===== src/rtl/control_sequencer.sv =====
// Sequential half of the CPU control unit: state register, instruction and status registers,
// per-state strobes and a watchdog. Optional retired-instruction counter: CONTROL_SEQUENCER_ICOUNT_EN.
module control_sequencer #(
  parameter int WATCHDOG_CYCLES = 16,
  parameter int COUNT_W         = 16
) (
  input  logic               clk,
  input  logic               reset,
  input  logic               run,
  input  logic [7:0]         next_state_in,
  input  logic [15:0]        mem_rdata,
  input  logic [3:0]         alu_flags,
  output logic [7:0]         state,
  output logic [15:0]        instr,
  output logic [3:0]         status_reg,
  output logic               ir_load,
  output logic               pc_inc,
  output logic               flags_we,
  output logic               fault,
  output logic [COUNT_W-1:0] instr_count
);

  typedef enum logic [7:0] {
    S_IDLE  = 8'h00,
    S_DECOD = 8'h01,
    S_SUB2  = 8'h08,
    S_ADD2  = 8'h0B,
    S_XOR2  = 8'h0E,
    S_FETCH = 8'h0F,
    S_CPU1  = 8'h27
  } state_e;

  localparam int                WD_W    = $clog2(WATCHDOG_CYCLES + 1);
  localparam logic [WD_W-1:0]   WD_LAST = WD_W'(WATCHDOG_CYCLES - 1);
  localparam logic [WD_W-1:0]   WD_MAX  = WD_W'(WATCHDOG_CYCLES);

  // State is kept as a raw byte so illegal codes from the next-state logic are held verbatim.
  logic [7:0]      state_q, state_d;
  logic [15:0]     instr_q, instr_d;
  logic [3:0]      status_q, status_d;
  logic [WD_W-1:0] wd_cnt_q, wd_cnt_d;
  logic            fault_q, fault_d;

  assign ir_load  = (state_q == S_FETCH);
  assign pc_inc   = (state_q == S_FETCH);
  assign flags_we = (state_q == S_ADD2) || (state_q == S_SUB2) ||
                    (state_q == S_XOR2) || (state_q == S_CPU1);

  // Next-state, register loads and watchdog.
  always_comb begin
    state_d  = state_q;
    instr_d  = instr_q;
    status_d = status_q;
    wd_cnt_d = wd_cnt_q;
    fault_d  = 1'b0;
    if (run) begin
      state_d = next_state_in;
      if (ir_load) begin
        instr_d = mem_rdata;
      end else begin
        instr_d = instr_q;
      end
      if (flags_we) begin
        status_d = alu_flags;
      end else begin
        status_d = status_q;
      end
      if (state_q == S_IDLE) begin
        wd_cnt_d = '0;
      end else if (wd_cnt_q == WD_LAST) begin
        // Expiry forces idle; instr/status loads above still take effect.
        state_d  = S_IDLE;
        wd_cnt_d = '0;
        fault_d  = 1'b1;
      end else if (wd_cnt_q < WD_MAX) begin
        wd_cnt_d = wd_cnt_q + WD_W'(1);
      end else begin
        wd_cnt_d = wd_cnt_q;
      end
    end else begin
      if (state_q == S_IDLE) begin
        wd_cnt_d = '0;
      end else begin
        wd_cnt_d = wd_cnt_q;
      end
    end
  end

  // Core register bank with synchronous reset.
  always_ff @(posedge clk) begin
    if (reset) begin
      state_q  <= S_IDLE;
      instr_q  <= 16'h0000;
      status_q <= 4'h0;
      wd_cnt_q <= '0;
      fault_q  <= 1'b0;
    end else begin
      state_q  <= state_d;
      instr_q  <= instr_d;
      status_q <= status_d;
      wd_cnt_q <= wd_cnt_d;
      fault_q  <= fault_d;
    end
  end

  assign state      = state_q;
  assign instr      = instr_q;
  assign status_reg = status_q;
  assign fault      = fault_q;

`ifdef CONTROL_SEQUENCER_ICOUNT_EN
  logic [COUNT_W-1:0] icount_q, icount_d;
  logic               retire;

  assign retire = run && (state_q != S_IDLE) && (state_d == S_IDLE) && !fault_d;

  // Retired-instruction counter; watchdog recoveries are excluded.
  always_comb begin
    icount_d = icount_q;
    if (retire) begin
      icount_d = icount_q + COUNT_W'(1);
    end else begin
      icount_d = icount_q;
    end
  end

  // Counter register.
  always_ff @(posedge clk) begin
    if (reset) begin
      icount_q <= '0;
    end else begin
      icount_q <= icount_d;
    end
  end

  assign instr_count = icount_q;
`else
  assign instr_count = '0;
`endif

endmodule


===== config.mk =====
export PLATFORM = sky130hd
export DESIGN_NAME = control_sequencer
export DESIGN_NICKNAME = d
export VERILOG_FILES = /design/src/rtl/control_sequencer.sv
export SDC_FILE = /design/constraint.sdc
export NUM_CORES = 1
export LEC_CHECK = 0
export ABC_AREA = 1
export BUFFER_PORTS_ARGS = -buffer_cell sky130_fd_sc_hd__buf_2
export CORE_ASPECT_RATIO = 0.9
export CORE_MARGIN = 2
export CORE_UTILIZATION = 46
export DETAILED_ROUTE_END_ITERATION = 10
export PLACE_DENSITY = 0.8
export SYNTH_ARGS = -nofsm -noshare
export SYNTH_HDL_FRONTEND = slang
export SYNTH_SLANG_ARGS = --single-unit

===== constraint.sdc =====
create_clock -name clk -period 1.9 [get_ports clk]
set_input_delay 0.38 -clock clk [delete_from_list [all_inputs] [get_ports clk]]
set_output_delay 0.38 -clock clk [all_outputs]
set_load 0.01 [all_outputs]

==> results of run 1 <==
==> through the flow <==
| stage | cell area [sq um] | total power, mW | hold WS [ns] |
|---|---|---|---|
| after floorplan | 1700 | 0.896 | 0.466 |
| after global placement | 1910 | 0.935 | 0.446 |
| after detailed placement | 1910 | 0.940 | 0.453 |
| after CTS | 2010 | 1.58 | 0.353 |
| after global routing | 2020 | 1.64 | 0.362 |
| final | 2020 | 1.57 | 0.360 |
==> worst register-to-register path: cells and delay by family (launching register included) <==
| family | cells | cell delay [ns] |
|---|---|---|
| simple gates | 3 | 0.66 |
| compound gates | 1 | 0.16 |
| fa+ha+maj | 1 | 0.18 |
| flops | 1 | 0.37 |
| buf+inv | 1 | 0.03 |
==> report_power, final <==
group	leakage (nW)	internal (mW)	switching [mW]
logic	0.743	0.0665	0.110
clock network	0.0524	0.392	0.250
registers	0.276	0.731	0.0171
==> cells by family (layout without fill, tap and decap cells) <==
| group | after synthesis | in the layout |
|---|---|---|
| compound gates | 37 | 37 |
| xor+xnor | 2 | 2 |
| fa+ha+maj | 1 | 1 |
| buf+inv | 59 | 108 |
| flops | 34 | 34 |
| other cells | 1 | 16 |
| simple gates | 92 | 92 |
==> cells in the mapped netlist <==
cell	n	area share, %
a21oi_1	29	8.8
buf_2	1	0.30
buf_4	17	7.8
buf_6	4	2.7
clkbuf_1	4	0.92
conb_1	1	0.23
dfxtp_1	34	41
ha_1	1	0.76
inv_1	33	7.6
nand2_1	39	8.9
nand2_2	1	0.38
nand2_4	1	0.69
nand3_1	28	8.5
nand3_2	1	0.61
nand4_1	3	1.1
nor2_1	14	3.2
nor2_2	1	0.38
nor3_1	2	0.61
nor3_4	1	0.99
nor4_1	1	0.38
o21ai_0	8	2.4
xor2_1	2	1.1
==> layer usage <==
layer  up-vias  part of all wire [%]
met4         0                  0.96
met5         -                     0
li1        810                     -
met2        53                    48
met3         5                   7.8
met1       718                    44
==> area by class of cell <==
class | count | area (sq um)
Sequential cell | 34 | 681
Clock buffer | 7 | 76.3
Tap cell | 44 | 55.1
Timing Repair Buffer | 67 | 348
Clock inverter | 1 | 30.0
Inverter | 33 | 124
Fill cell | 327 | 1390
Multi-Input combinational cell | 148 | 702
==> final timing paths <==
check,from,end,cells past startpoint
worst max register to register,wd_cnt_q[0],state[6],6
worst min-delay path,mem_rdata[4],instr[4],3
worst min register to register,instr[8],instr[8],2
worst max-delay path,state[1],flags_we,8
==> results by group, run 1 <==
Synthesis
  • Mapped cell area: roughly 0.0016 sq mm
  • Largest family of logic cells by synthesized area: simple AND/OR/NAND/NOR gates
  • Post-synthesis cell type count: 22
  • Compound-Gate Fraction of Synth Area: 11.3%
  • Multiplexer area fraction after synthesis: 0%
  • Number of synthesized register bits: 34
  • Mean Syn Cell Area: roughly 7.3 sq um
  • Xor-xnor portion of the synthesized cell area: 1.07%
  • Yosys warns: 0
  • Post-Synth Simple-Gate Area: 25.9%
  • Sequential fraction of the synthesis area: between 40% and 50%
  • Synth Area in Adders: less than 1%
  • Post-Syn Instances: ~230

Timing
  • Maximum clock rate: about 0.56 GHz
  • Setup TNS: 0 ns
  • Setup violators final: 0
  • Slew Limit Fails: 0
  • Final worst slack: about 0.12 ns
  • Crit share post-route: between 90 and 100%
  • Period minus WS final: between 1.5 and 2 ns
  • Clk_skew: ~0.012 ns
  • RSZ-0062 raised after global routing: no
  • Hold Vio Cnt, Final: 0

Die
  • Die Y: between 60 and 70 um
  • Die W: roughly 67 um
  • Ports: 79
  • Std cell rows: 20
  • Die area: 0.00406 sq mm
  • Starting Density: 48.2%
  • Core area: 0.00340 sq mm

Setup path
  • CP Max Fanout: 9
  • CP peak stage delay: approximately 0.4 ns
  • Buf/Inv on CP: 2
  • Most frequent cell on the critical path: nand2_1
  • Setup crit end kind: primary output
  • CP max-delay cell: dfxtp_1
  • CP arrival: 1.40 ns
  • Flop2flop setup slack: about 0.4 ns
  • Worst-path cell chain: inv_1 -> nand2_1 -> nand2_1 -> nand2_1 -> nand2_1 -> nand2_1 -> nand2_2 -> buf_2
  • CP Class: reg -> out
  • Largest delay contributor family on the critical path: simple AND/OR/NAND/NOR gates
  • Startpoint types: flop
  • Required @ worst endpoint: ~1.5 ns

Layout
  • Post-Layout Cell Count: roughly 330
  • Post-Route Utilization: 59.2%
  • Layout cells sized above 1: around 27%
  • P&R area growth vs syn: 22.9%
  • Largest register FFs: 16
  • Most frequent cells in the layout: buf_2, nand2_1, dfxtp_1
  • Commonest non-fill, non-tap cell in the layout: buf_2
  • Final #Nets: approximately 320
  • # diodes: 0

Place
  • RePlAce Congestion: 0.793
  • Port Buffer Count: between 60 and 70
  • Dpl ws: between 0.3 and 0.4 ns
  • Inst Count DP: approximately 330
  • Dpl hpwl: roughly 2.8 mm

GRT
  • Largest net degree at the start of global routing: 22
  • First-pass GRT wire length: 5.86 mm
  • Most used routing layer: met2
  • Vias in the first global route: 1,335
  • Grt met1 use: between 20% and 30%
  • Met3 Use GR: about 7.4%
  • Grt ovf: 0
  • Initial antenna violation count: 0
  • Met2 Usage GRT: 32.6%
  • Tot GR Track Use: between 10% and 20%

Clock tree
  • CTS Root Cell: clkbuf_8
  • CTS Buf Count: 5
  • H-tree Lvls: 2
  • CTS Hold Bufs: 0
  • CTS Sinks: 34
  • Post-CTS sizing: 0
  • Post-CTS Setup Inserts: 0
  • Clk slew on worst S/H paths: roughly 0.07 ns
  • Bufs on Longest Clock Path: 2
  • Worst-Skew Late Latency: just under 0.3 ns
  • TritonCTS clock tree: built

Power and ir drop
  • Power Dens Cells: 778 mW/mm^2
  • Leakage: around 1.1 nW
  • Max IR drop VDD: 626 uV

Hold path
  • Hold WC Path Type: in -> reg

Routing
  • Avg WL per Cell: ~11 um
  • DR pass1 iterations: 4
  • Detail-routed via count per cell: roughly 4.7
  • ANT nets after route: 0
  • Overall via count from detail_route: around 1,600
  • Drt first-iter violations: ~160
  • # DRC: 0
  • DRT Wirelength: around 3.7 mm

Job
  • Max-Cap Viols: 0

Status
  • Status: finished, final reports clean
Power figures use the tool's default switching activity.
==> run 2, diff against run 1 <==
PLACE_DENSITY = unset   (was 0.8)
PLACE_DENSITY_LB_ADDON = 0.08   (was unset)
==> run 2 against run 1 <==
Compared with the run above:
- register-to-register slack worse by 0.03 ns
- cell area up 1.8%
- critical path depth down 4
- critical endpoint is now ir_load
- highest routed layer unchanged
==> results by group, run 2 (synthesized netlist as in run 1, its figures left out) <==
Layout
  • Fillcell total: 326 (-0.31%)
  • Commonest non-fill, non-tap cell in the layout: buf_2
  • P&R area growth vs syn: 25.1%
  • Post-Route Utilization: 60.3% (+1.1 points)
  • Most frequent cells in the layout: buf_2, nand2_1, dfxtp_1
  • # diodes: 0 (unchanged)
  • Layout cells sized above 1: 27.9% (+0.69 points)
  • Multi-input logic area: 702 sq um (unchanged)
  • Register area: 681 sq um (unchanged)
  • Final #Nets: 321 (unchanged)
  • Largest register FFs: 16 (unchanged)

GRT
  • Largest net degree at the start of global routing: 18 (-18%)
  • First-pass GRT wire length: 5.50 mm (-6.1%)
  • Initial antenna violation count: 0 (unchanged)
  • Grt ovf: 0 (unchanged)
  • Tot GR Track Use: 17.6% (-1.7 points)
  • Vias in the first global route: 1,274 (-4.6%)

Clock tree
  • Post-CTS Setup Inserts: 0 (unchanged)
  • Post-CTS sizing: 0 (unchanged)
  • Worst-Skew Late Latency: 0.27 ns (-0.02 ns)
  • CTS Sinks: 34 (unchanged)
  • Bufs on Longest Clock Path: 2 (unchanged)
  • CTS Root Cell: clkbuf_8
  • Clk slew on worst S/H paths: 0.07 ns (about the same)
  • TritonCTS clock tree: built
  • CTS Hold Bufs: 0 (unchanged)
  • CTS Buf Count: 5 (unchanged)
  • H-tree Lvls: 2 (unchanged)

Setup path
  • Worst r2r src: wd_cnt_q[0]
  • FF-to-FF path depth: 6 (unchanged)
  • Startpoint types: flop
  • Buf/Inv on CP: 1 (-1)
  • Largest delay contributor family on the critical path: simple AND/OR/NAND/NOR gates
  • Crit path depth: 4 (-4)
  • Worst R2R End: state[1]
  • CP Max Fanout: 6 (-3)
  • Setup crit end kind: primary output
  • CP Class: reg -> out
  • Worst-path cell chain: nor2_2 -> nand3_2 -> nor3_4 -> buf_2
  • CP peak stage delay: 0.33 ns (-0.07 ns)
  • Required @ worst endpoint: 1.52 ns (about the same)
  • CP max-delay cell: dfxtp_1
  • CP arrival: 1.36 ns (-0.04 ns)
  • Flop2flop setup slack: 0.37 ns (-0.03 ns)
  • Crit. Startpoint: state[6]

Hold path
  • Hold path depth: 3 (unchanged)
  • Worst Hold Path EP: instr[4]
  • Hold wc startpoint: mem_rdata[4]
  • Hold WC Path Type: in -> reg

Die
  • Ports: 79 (unchanged)
  • Die Y: 60.7 um (unchanged)
  • Die W: 66.9 um (unchanged)
  • Core area: 0.00340 sq mm (unchanged)
  • Std cell rows: 20 (unchanged)
  • Starting Density: 48.2% (unchanged)
  • Die area: 0.00406 sq mm (unchanged)

Timing
  • Setup violators final: 0 (unchanged)
  • Hold Slack: 0.367 ns (+0.00681 ns)
  • Slew Limit Fails: 0 (unchanged)
  • Crit share post-route: 91.3% (-2.2 points)
  • Clk_skew: 0.00557 ns (-0.00607 ns)
  • RSZ-0062 raised after global routing: no
  • Maximum clock rate: 0.576 GHz (+2.4%)
  • Hold Vio Cnt, Final: 0 (unchanged)
  • Setup TNS: 0 ns (unchanged)
  • Period minus WS final: 1.74 ns (-0.0413 ns)

Routing
  • Drt first-iter violations: 46 (-72%)
  • ANT nets after route: 0 (unchanged)
  • Overall via count from detail_route: 1,506 (-5.0%)
  • # DRC: 0 (unchanged)
  • Avg WL per Cell: 10.3 um (-5.5%)
  • Detail-routed via count per cell: 4.51 (-5.0%)
  • DR pass1 iterations: 4 (unchanged)
  • DRT Wirelength: 3.45 mm (-5.5%)

Job
  • Max-Cap Viols: 0 (unchanged)

Power and ir drop
  • Power Dens Cells: 844 mW/mm^2 (+8.5%)
  • Max IR drop VDD: 574 uV (-8.3%)
  • Leakage: 1.09 nW (+1.8%)

Status
  • Status: finished, final reports clean

Place
  • Port Buffer Count: 62 (unchanged)
  • RePlAce Congestion: 0.826 (+4.1%)
  • Dpl hpwl: 2.56 mm (-6.8%)
## run 2: cell count changes in the layout (fill, tap and decap cells not counted)
cell	previous run	this run
clkbuf_1	2	0
bufinv_16	1	2
clkbuf_8	5	6
## run 2: worst max path at each step
stage                           to  slack [ns]
after floorplan             pc_inc        0.34
after global placement    state[5]        0.39
after detailed placement  state[1]        0.37
after CTS                 flags_we        0.08
after global routing      flags_we        0.02
final                      ir_load        0.16
## run 2: layer usage
| metal | global-route usage [%] | up-vias | part of all wire [%] |
|---|---|---|---|
| li1 | - | 809 | - |
| met3 | 5.19 | 2 | 7.9 |
| met2 | 27.3 | 53 | 43 |
| met4 | 4.37 | 0 | 0.35 |
| met5 | 0 | - | 0 |
| met1 | 24.3 | 642 | 49 |
## run 2: cell type report
class                           count  share of cell area [%]
Multi-Input combinational cell    148                    34.2
Sequential cell                    34                    33.2
Timing Repair Buffer               67                    17.0
Inverter                           33                    6.04
Clock buffer                        6                    4.02
Clock inverter                      2                    2.93
Tap cell                           44                    2.68
## run 2: worst register-to-register path: stages, from the launching register on
cell,delay [ns]
dfxtp_1,0.37
ha_1,0.18
nand4_1,0.18
nor2_1,0.41
o21ai_0,0.17
nand2_1,0.09
inv_1,0.03
## run 2: metrics by stage
stage	instances	total power, mW	cell area (sq um)	setup WS (ns)
6_report	334	1.73	2050	0.165
2_1_floorplan	241	0.896	1700	0.335
5_1_grt	334	1.81	2050	0.0178
3_5_place_dp	326	0.938	1910	0.372
4_1_cts	334	1.75	2050	0.0817
3_3_place_gp	326	0.937	1910	0.395
## run 2: power breakdown
group          leakage [nW]  internal, mW  switching, mW  total, mW
sequential            0.276         0.731         0.0165      0.747
clock                0.0714         0.560          0.249      0.809
combinational         0.743        0.0665          0.108      0.175
